## src/rtl/fetch_operand_if.sv

```systemverilog
// fetch_operand_if: bundles the instruction-memory port, the register-file
// writeback port and the instruction/operand output handshake of
// fetch_operand.
//
// Handshake: on the output side a transfer happens on a rising clk edge where
// out_valid=1 and out_ready=1. out_instr/out_gr1 hold while out_valid=1 and
// out_ready=0 (apart from the writeback coherence update of out_gr1).
// out_ready is don't-care while out_valid=0. On the memory side imem_req is
// high for as long as a fetch is outstanding. imem_ack=1 completes that fetch
// with imem_rdata in the same cycle.
//
//   master : the fetch_operand side (drives imem_req/imem_addr, out_*)
//   slave  : the environment side (memory, writeback path, ALU)
interface fetch_operand_if;
  logic        imem_req;
  logic [31:0] imem_addr;
  logic        imem_ack;
  logic [31:0] imem_rdata;
  logic        wb_en;
  logic [4:0]  wb_addr;
  logic [31:0] wb_data;
  logic [31:0] out_instr;
  logic [31:0] out_gr1;
  logic        out_valid;
  logic        out_ready;

  modport master (
    output imem_req, imem_addr,
    input  imem_ack, imem_rdata,
    input  wb_en, wb_addr, wb_data,
    output out_instr, out_gr1, out_valid,
    input  out_ready
  );

  modport slave (
    input  imem_req, imem_addr,
    output imem_ack, imem_rdata,
    output wb_en, wb_addr, wb_data,
    input  out_instr, out_gr1, out_valid,
    output out_ready
  );
endinterface

```

## src/rtl/fetch_operand.sv

```systemverilog
// fetch_operand: fetches 32-bit instructions over a request/acknowledge
// memory port. It reads the source operand RF[instr[20:16]] from an internal
// 32x32 register file and presents {instr, operand} as a registered pair
// with a valid/ready handshake.
//
// Ports:
//   clk        rising-edge clock
//   rst        asynchronous active-high reset
//   bus        fetch_operand_if.master (imem_*, wb_*, out_*)
//   state_dbg  current FSM state (0=RST_S, 1=FETCH, 2=HOLD)
module fetch_operand #(
  parameter logic [31:0] RESET_PC = 32'h0000_0000
) (
  input  logic                   clk,
  input  logic                   rst,
  fetch_operand_if.master        bus,
  output logic [1:0]             state_dbg
);

  typedef enum logic [1:0] {
    RST_S = 2'd0,
    FETCH = 2'd1,
    HOLD  = 2'd2
  } state_t;

  state_t      state;
  logic [31:0] pc;
  logic [31:0] instr_q;
  logic [31:0] gr1_q;
  logic [31:0] rf [0:31];

  logic [4:0]  fetch_rt;
  logic [31:0] fetch_opnd;
  logic        wb_hits_held_rt;

  // Operand for the instruction arriving this cycle. A write to the same
  // register on this edge is forwarded so the captured operand is never one
  // write behind. Index 0 always reads as zero.
  always_comb begin
    fetch_rt   = bus.imem_rdata[20:16];
    fetch_opnd = rf[fetch_rt];
    if (fetch_rt == 5'd0) begin
      fetch_opnd = '0;
    end else if (bus.wb_en && (bus.wb_addr == fetch_rt)) begin
      fetch_opnd = bus.wb_data;
    end
  end

  // A writeback to the register the held instruction reads refreshes the
  // held operand while the pair waits for the consumer.
  assign wb_hits_held_rt = bus.wb_en && (bus.wb_addr != 5'd0) &&
                           (bus.wb_addr == instr_q[20:16]);

  always_ff @(posedge clk or posedge rst) begin
    if (rst) begin
      state   <= RST_S;
      pc      <= RESET_PC;
      instr_q <= '0;
      gr1_q   <= '0;
      for (int i = 0; i < 32; i++) begin
        rf[i] <= '0;
      end
    end else begin
      if (bus.wb_en && (bus.wb_addr != 5'd0)) begin
        rf[bus.wb_addr] <= bus.wb_data;
      end

      case (state)
        RST_S: begin
          state <= FETCH;
        end
        FETCH: begin
          if (bus.imem_ack) begin
            instr_q <= bus.imem_rdata;
            gr1_q   <= fetch_opnd;
            pc      <= pc + 32'd4;
            state   <= HOLD;
          end
        end
        HOLD: begin
          // On a transfer edge the pair leaves with its pre-edge operand.
          if (bus.out_ready) begin
            state <= FETCH;
          end else if (wb_hits_held_rt) begin
            gr1_q <= bus.wb_data;
          end
        end
        default: begin
          state <= RST_S;
        end
      endcase
    end
  end

  assign bus.imem_req  = (state == FETCH);
  assign bus.imem_addr = pc;
  assign bus.out_valid = (state == HOLD);
  assign bus.out_instr = instr_q;
  assign bus.out_gr1   = gr1_q;
  assign state_dbg     = state;

endmodule

```

## src/flat_wrapper.sv

```systemverilog
// flat-port wrapper written by rule: the top's interface ports become plain ports
module fetch_operand_flat 
#(
  parameter logic [31:0] RESET_PC = 32'h0000_0000
)
  (clk, rst, state_dbg, bus_imem_req, bus_imem_addr, bus_imem_ack, bus_imem_rdata, bus_wb_en, bus_wb_addr, bus_wb_data, bus_out_instr, bus_out_gr1, bus_out_valid, bus_out_ready);
  fetch_operand_if bus_i ();
  input  logic clk;
  input  logic rst;
  output logic [1:0] state_dbg;
  output wire logic [$bits(bus_i.imem_req)-1:0] bus_imem_req;
  output wire logic [$bits(bus_i.imem_addr)-1:0] bus_imem_addr;
  input wire logic [$bits(bus_i.imem_ack)-1:0] bus_imem_ack;
  input wire logic [$bits(bus_i.imem_rdata)-1:0] bus_imem_rdata;
  input wire logic [$bits(bus_i.wb_en)-1:0] bus_wb_en;
  input wire logic [$bits(bus_i.wb_addr)-1:0] bus_wb_addr;
  input wire logic [$bits(bus_i.wb_data)-1:0] bus_wb_data;
  output wire logic [$bits(bus_i.out_instr)-1:0] bus_out_instr;
  output wire logic [$bits(bus_i.out_gr1)-1:0] bus_out_gr1;
  output wire logic [$bits(bus_i.out_valid)-1:0] bus_out_valid;
  input wire logic [$bits(bus_i.out_ready)-1:0] bus_out_ready;
  assign bus_imem_req = bus_i.imem_req;
  assign bus_imem_addr = bus_i.imem_addr;
  assign bus_i.imem_ack = bus_imem_ack;
  assign bus_i.imem_rdata = bus_imem_rdata;
  assign bus_i.wb_en = bus_wb_en;
  assign bus_i.wb_addr = bus_wb_addr;
  assign bus_i.wb_data = bus_wb_data;
  assign bus_out_instr = bus_i.out_instr;
  assign bus_out_gr1 = bus_i.out_gr1;
  assign bus_out_valid = bus_i.out_valid;
  assign bus_i.out_ready = bus_out_ready;
  fetch_operand #(.RESET_PC(RESET_PC)) u_core (.clk(clk), .rst(rst), .bus(bus_i), .state_dbg(state_dbg));
endmodule
```

## config.mk

```make
export PLATFORM = sky130hd
export DESIGN_NAME = fetch_operand_flat
export DESIGN_NICKNAME = d
export VERILOG_FILES = /design/src/rtl/fetch_operand_if.sv /design/src/rtl/fetch_operand.sv /design/src/flat_wrapper.sv
export SDC_FILE = /design/constraint.sdc
export NUM_CORES = 2
export LEC_CHECK = 0
export CAP_MARGIN = 20
export CORE_ASPECT_RATIO = 0.9
export CORE_MARGIN = 5
export CORE_UTILIZATION = 40
export DETAILED_ROUTE_END_ITERATION = 10
export PLACE_DENSITY = 0.64
export SYNTH_ARGS = -nofsm -noshare
export SYNTH_HDL_FRONTEND = slang
export SYNTH_SLANG_ARGS = --single-unit
```

## constraint.sdc

```tcl
create_clock -name clk -period 76.6 [get_ports clk]
set_input_delay 7.66 -clock clk [delete_from_list [all_inputs] [get_ports clk]]
set_output_delay 7.66 -clock clk [all_outputs]
set_load 0.02 [all_outputs]
```

After elaboration in Yosys (flattened, before gate mapping)
Cells that the tools add are included.
- register bits after elaboration: 1122
- bits of input ports: 74
- output and inout port bits: 100
- word-level logic and storage cells: 76
- $add $sub $neg: 1
- $lt $le $gt $ge: 3
- eq/ne operators: 8
- muxes and demuxes: 15
- bitwise gates (word level): 2
- reductions and logical operators: 11
- operators with widths (operator ; number):
    $bwmux 1024 ; 1
    $mux 32 ; 8
    $bmux 32 s5 ; 1
    $demux 32 s5 ; 1
    $pmux 32 s2 ; 1
    $add 32x3->32 const B ; 1
    $ge 6x6->1 const B ; 2
    $not 5->6 ; 2
    $eq 5x5->1 ; 2
    $lt 6x1->1 const B ; 1
    $ne 2x1->1 const B ; 3
    $pmux 2 s3 ; 1
    $logic_not 5->1 ; 1
    $reduce_bool 5->1 ; 1
    $logic_and 1x1->1 ; 4
    $mux 2 ; 2
    $reduce_and 2->1 ; 2
    $reduce_and 4->1 ; 1
    $eq 2x1->1 const B ; 1
    $eq 2x2->1 const B ; 1
    $logic_not 2->1 ; 1
    $ne 2x2->1 const B ; 1
    $reduce_bool 2->1 ; 1

Depth between registers and ports, before layout
- depth after elaboration: 8
- mapped depth: 9
- mapped depth without buffers: 5

Least setup slack after synthesis
No wires, ideal clock.
- kind: input -> register
- from: input port bus_imem_rdata[16]
- to: register u_core.gr1_q[10], in the netlist u_core.bus.out_gr1[10]
- library setup time: 142 ps
- arrival: 9056 ps
- required time: 76458 ps
- path slack: 67401 ps
- stages on the path: 8
- path buffers: 3
- cell sequence: buf_2 > buf_2 > nor4b_2 > clkbuf_1 > a22oi_1 > nand4_1 > or2_0 > o221ai_1
- word-level cells in the longest chain between the ends: 8
- elaborated cells between the ends (all ways): 11
- classes of those cells: 1 x eq/ne; 7 x mux; 1 x bitwise; 2 x reduce/logical
- ends and longest elaborated chain (element ; RTL line ; source):
    start: declaration ; flat_wrapper.sv:14 ; input wire logic [$bits(bus_i.imem_rdata)-1:0] bus_imem_rdata;
    $not 5->6 (not written as such) ; fetch_operand.sv:41 ; fetch_opnd = rf[fetch_rt];
    $bmux 32 s5 ; fetch_operand.sv:41 ;
    $mux 32 (not written as such) (2 in series) ; fetch_operand.sv:41 ;
    $mux 32 ; fetch_operand.sv:44 ; end else if (bus.wb_en && (bus.wb_addr == fetch_rt)) begin
    $mux 32 * ; fetch_operand.sv:42 ; if (fetch_rt == 5'd0) begin
    $mux 32 * ; fetch_operand.sv:73 ; if (bus.imem_ack) begin
    $pmux 32 s2 * ; fetch_operand.sv:68 ; case (state)
    end signal: assignment ; fetch_operand.sv:75 ; gr1_q <= fetch_opnd;
    end signal: assignment ; fetch_operand.sv:85 ; gr1_q <= bus.wb_data;
    end: declaration ; fetch_operand.sv:29 ; logic [31:0] gr1_q;
Every way passes the cells marked *; elsewhere a longest branch is shown, timed or not. The select of a mux whose other input is x is not followed.
A chain may end at the register's enable or synchronous reset.

Final worst setup path
- from: input port bus_imem_rdata[18]
- to: register u_core.gr1_q[2], in the netlist u_core.bus.out_gr1[2]
Same word-level chain as after synthesis.

==> flow_metrics.env <==
export IMPL_ys_ff_latch=1120
export IMPL_die_w_um=385
export IMPL_numCtsBuffers=118
export IMPL_viasPerCell=5.63
export IMPL_num_vias=31083
export IMPL_h_tree_depth=3
export IMPL_antenna_cells=0
export IMPL_gp_congestion=0.733
export IMPL_nets=3798
export IMPL_cts_tree="done"
export IMPL_drv_cap=0
export IMPL_hold_path_class="reg2reg"
export IMPL_critPathMaxStageDelay_ns=0.79
export IMPL_synth_avg_cell_area_sq_um=13.6
export IMPL_ir_drop_uv=19.1
export IMPL_drc_errors=0
export IMPL_critPathCaptureType="register"
export IMPL_cts_resized=0
export IMPL_path_max_fanout=130
export IMPL_overflow=0
export IMPL_grt_antenna_before_repair=2
export IMPL_wl_per_cell_um=25.1
export IMPL_drtPass1Iterations=7
export IMPL_start_kind="input pin"
export IMPL_io_pin_count=174
export IMPL_critPathRequiredTime_ns=77.21
export IMPL_die_h_um=348
export IMPL_cts_sinks=1120
export IMPL_netlist_area_sq_um=50700
export IMPL_grtUsageTotal_pct=20.4
export IMPL_max_slew_margin_pct=26.9
export IMPL_core_sq_um=126000
export IMPL_grt_max_degree=179
export IMPL_synth_seq_area_share_pct=55.2
export IMPL_rows=124
export IMPL_rrSetupSlack_ns=73.48
export IMPL_slowest_stage="buf_12"
export IMPL_ys_flop_type="dfrtp_1"
export IMPL_drtAntennaViolNets=0
export IMPL_ys_async_sr_fraction_pct=100
export IMPL_status="finished, final reports clean"
export IMPL_crit_chain="buf_8 -> buf_12 -> buf_12 -> mux2i_1 -> a22oi_1 -> nand4_1 -> or2_1 -> o221ai_1"
export IMPL_dp_hpwl_mm=74.2
export IMPL_grt_pass1_wl_mm=209
export IMPL_totalWireLength_mm=138
export IMPL_cts_root_buf="clkbuf_16"
export IMPL_synthesis_instances=3719
export IMPL_worstReg2RegStart="u_core.state_dbg[1]$_DFFE_PP0P_"
export IMPL_hold_start="u_core.rf[999]$_DFFE_PP0P_"
export IMPL_fin_skew_ns=0.0200
export IMPL_slew_viol_final=0
export IMPL_path_clk_slew_ns=0.06
export IMPL_cp_common_cell="buf_12"
export IMPL_fin_crit_sh_pct=14.2
export IMPL_fill_cells=11247
export IMPL_final_core_util_pct=46.0
export IMPL_p_leak_nw=26.8
export IMPL_cts_setup_buffers=0
export IMPL_hold_viol=0
export IMPL_grt_pass1_vias=31576
export IMPL_drt_iter0_markers=2225
export IMPL_start_util_pct=40.1
export IMPL_worst_path_buf_inv=3
export IMPL_hold_buffers=0
export IMPL_die_area_sq_um=134000
export IMPL_crit_type="in2reg"
export IMPL_rsz0062_at_grt="no"
export IMPL_path_delay_family="buffers and inverters"
export IMPL_powerDensity_nw_per_um2=28.6
export IMPL_period_minus_slack_ns=10.85
export IMPL_synth_edff_count=0
export IMPL_syn2layout_area_growth_pct=14.7
export IMPL_crit_arrival_ns=11.46
export IMPL_clock_latency_ns=0.72
export IMPL_fmax_mhz=92.1
export IMPL_ys_warn_count=0
export IMPL_setup_violations=0
export IMPL_tns_ns=0
export IMPL_drive_gt1_share_pct=34.8
export IMPL_max_clock_path_buffers=3
export IMPL_startpoint="bus_imem_rdata[18]"
export IMPL_max_slew_worst_pin_slew_ns=1.09
export IMPL_io_buffer_count=171
export IMPL_synth_distinct_cells=47
## layout make-up
cell class                      instances  area [sq um]  share of cell area [%]
Inverter                                4          22.5                  0.0387
Sequential cell                      1120         28000                    48.2
Tap cell                             1701          2130                    3.66
Clock buffer                          174          3550                    6.10
Clock inverter                         44           472                   0.811
Timing Repair Buffer                  261          2700                    4.65
Multi-Input combinational cell       2218         21300                    36.6
## through the flow
step | total power [mW] | cells | hold WS, ns | cell area (sq um) | setup WS, ns
5_1_grt | 1.74 | 5522 | 0.384 | 58200 | 65.80
3_5_place_dp | 1.09 | 5291 | 0.365 | 53900 | 65.17
3_3_place_gp | 1.08 | 5286 | 0.364 | 53800 | 65.21
6_report | 1.66 | 5522 | 0.375 | 58200 | 65.75
4_1_cts | 1.68 | 5509 | 0.378 | 57900 | 65.95
2_1_floorplan | 0.982 | 3720 | 0.428 | 50700 | 37.40
## worst paths after layout
path | cells past startpoint | end
worst max-delay path | 8 | u_core.bus.out_gr1[2]$_DFFE_PP0P_
worst min-delay path | 0 | u_core.rf[999]$_DFFE_PP0P_
worst max register to register | 7 | u_core.bus.out_gr1[6]$_DFFE_PP0P_
worst min register to register | 0 | u_core.rf[999]$_DFFE_PP0P_
max in group asynchronous | 4 | u_core.bus.out_gr1[10]$_DFFE_PP0P_
min in group asynchronous | 2 | u_core.rf[698]$_DFFE_PP0P_
## cell usage after synthesis, types with 2 or more instances
cell type  number  area, sq um
nand4_1        73          457
o221ai_1       32          280
or2_1          23          144
and4b_1         4         40.0
nand3b_1        5         37.5
or2_0           8         50.1
nor4b_2         4         60.1
a22oi_1       256         1920
clkbuf_1      174          653
mux2_2        990        11100
nor3b_1         4         30.0
xor2_1         20          175
and3_1          7         43.8
and4_1          6         52.6
mux2i_1       512         5120
buf_1          12         45.0
and3b_1         2         17.5
buf_4          20          150
nand2b_1       34          213
buf_6           2         22.5
nor2b_1         2         12.5
nor4bb_1        6         60.1
nand3_1        10         50.1
nand2_1       156          586
dfrtp_1      1120        28000
nor2_1         23         86.3
buf_2         170          851
mux2_1          2         22.5
inv_1           4         15.0
or2_2           2         12.5
xnor2_1        19          166
nand4b_1        2         17.5
## where the power goes
part | switching, mW | internal [mW] | leakage (nW)
registers | 0.0651 | 0.710 | 14.4
logic | 0.143 | 0.158 | 10.4
clock network | 0.240 | 0.347 | 2.00
total | 0.448 | 1.21 | 26.8
## worst reg2reg max path, delay by kind of cell (launching register included)
family,cells,cell delay [ns]
buffers and inverters,2,1.24
and+or+nand+nor,3,0.81
AOI/OAI and AO/OA,2,0.46
DFF,1,0.45
## registers in the layout, indices dropped and copies added (netlist names)
register / cells
u_core.rf: 1024
u_core.bus.out_gr1: 32
u_core.bus.out_instr: 32
u_core.bus.imem_addr: 30
u_core.state_dbg: 2
## metal layers
layer | wire, um | track usage [%] | share of wire (%)
met1 | 67200 | 30.8 | 49
met4 | 2920 | 4.42 | 2.1
met5 | 20 | 0 | 0.014
met2 | 61000 | 30.8 | 44
met3 | 7280 | 3.41 | 5.3
## cells in the final DEF, fill, tap and decap left out, types with 9 or more instances in the layout
master / n
nand2b_1: 33
mux2i_1: 512
or2_1: 23
clkbuf_1: 22
clkbuf_8: 30
nand4_1: 73
nor2_1: 11
clkbuf_16: 125
nand3_1: 10
clkinv_2: 27
mux2_2: 990
nand2_2: 15
clkdlybuf4s50_1: 170
a22oi_1: 256
buf_4: 66
nand2_1: 141
xnor2_1: 19
o221ai_1: 32
dfrtp_1: 1120
nor2_4: 12
buf_8: 9
xor2_1: 20
## kinds of logic after synthesis
logic type,Yosys count,share of synthesized area [%]
XOR/XNOR,39,0.673
other,1,0.00739
buffers and inverters,382,3.42
AND/OR/NAND/NOR,378,4.07
AO/OA/AOI/OAI,294,4.43
flip-flops,1120,55.2
adder cells (fa/ha/maj),1,0.0247
multiplexers,1504,32.1
No activity file was read; power rests on OpenSTA's default activity.
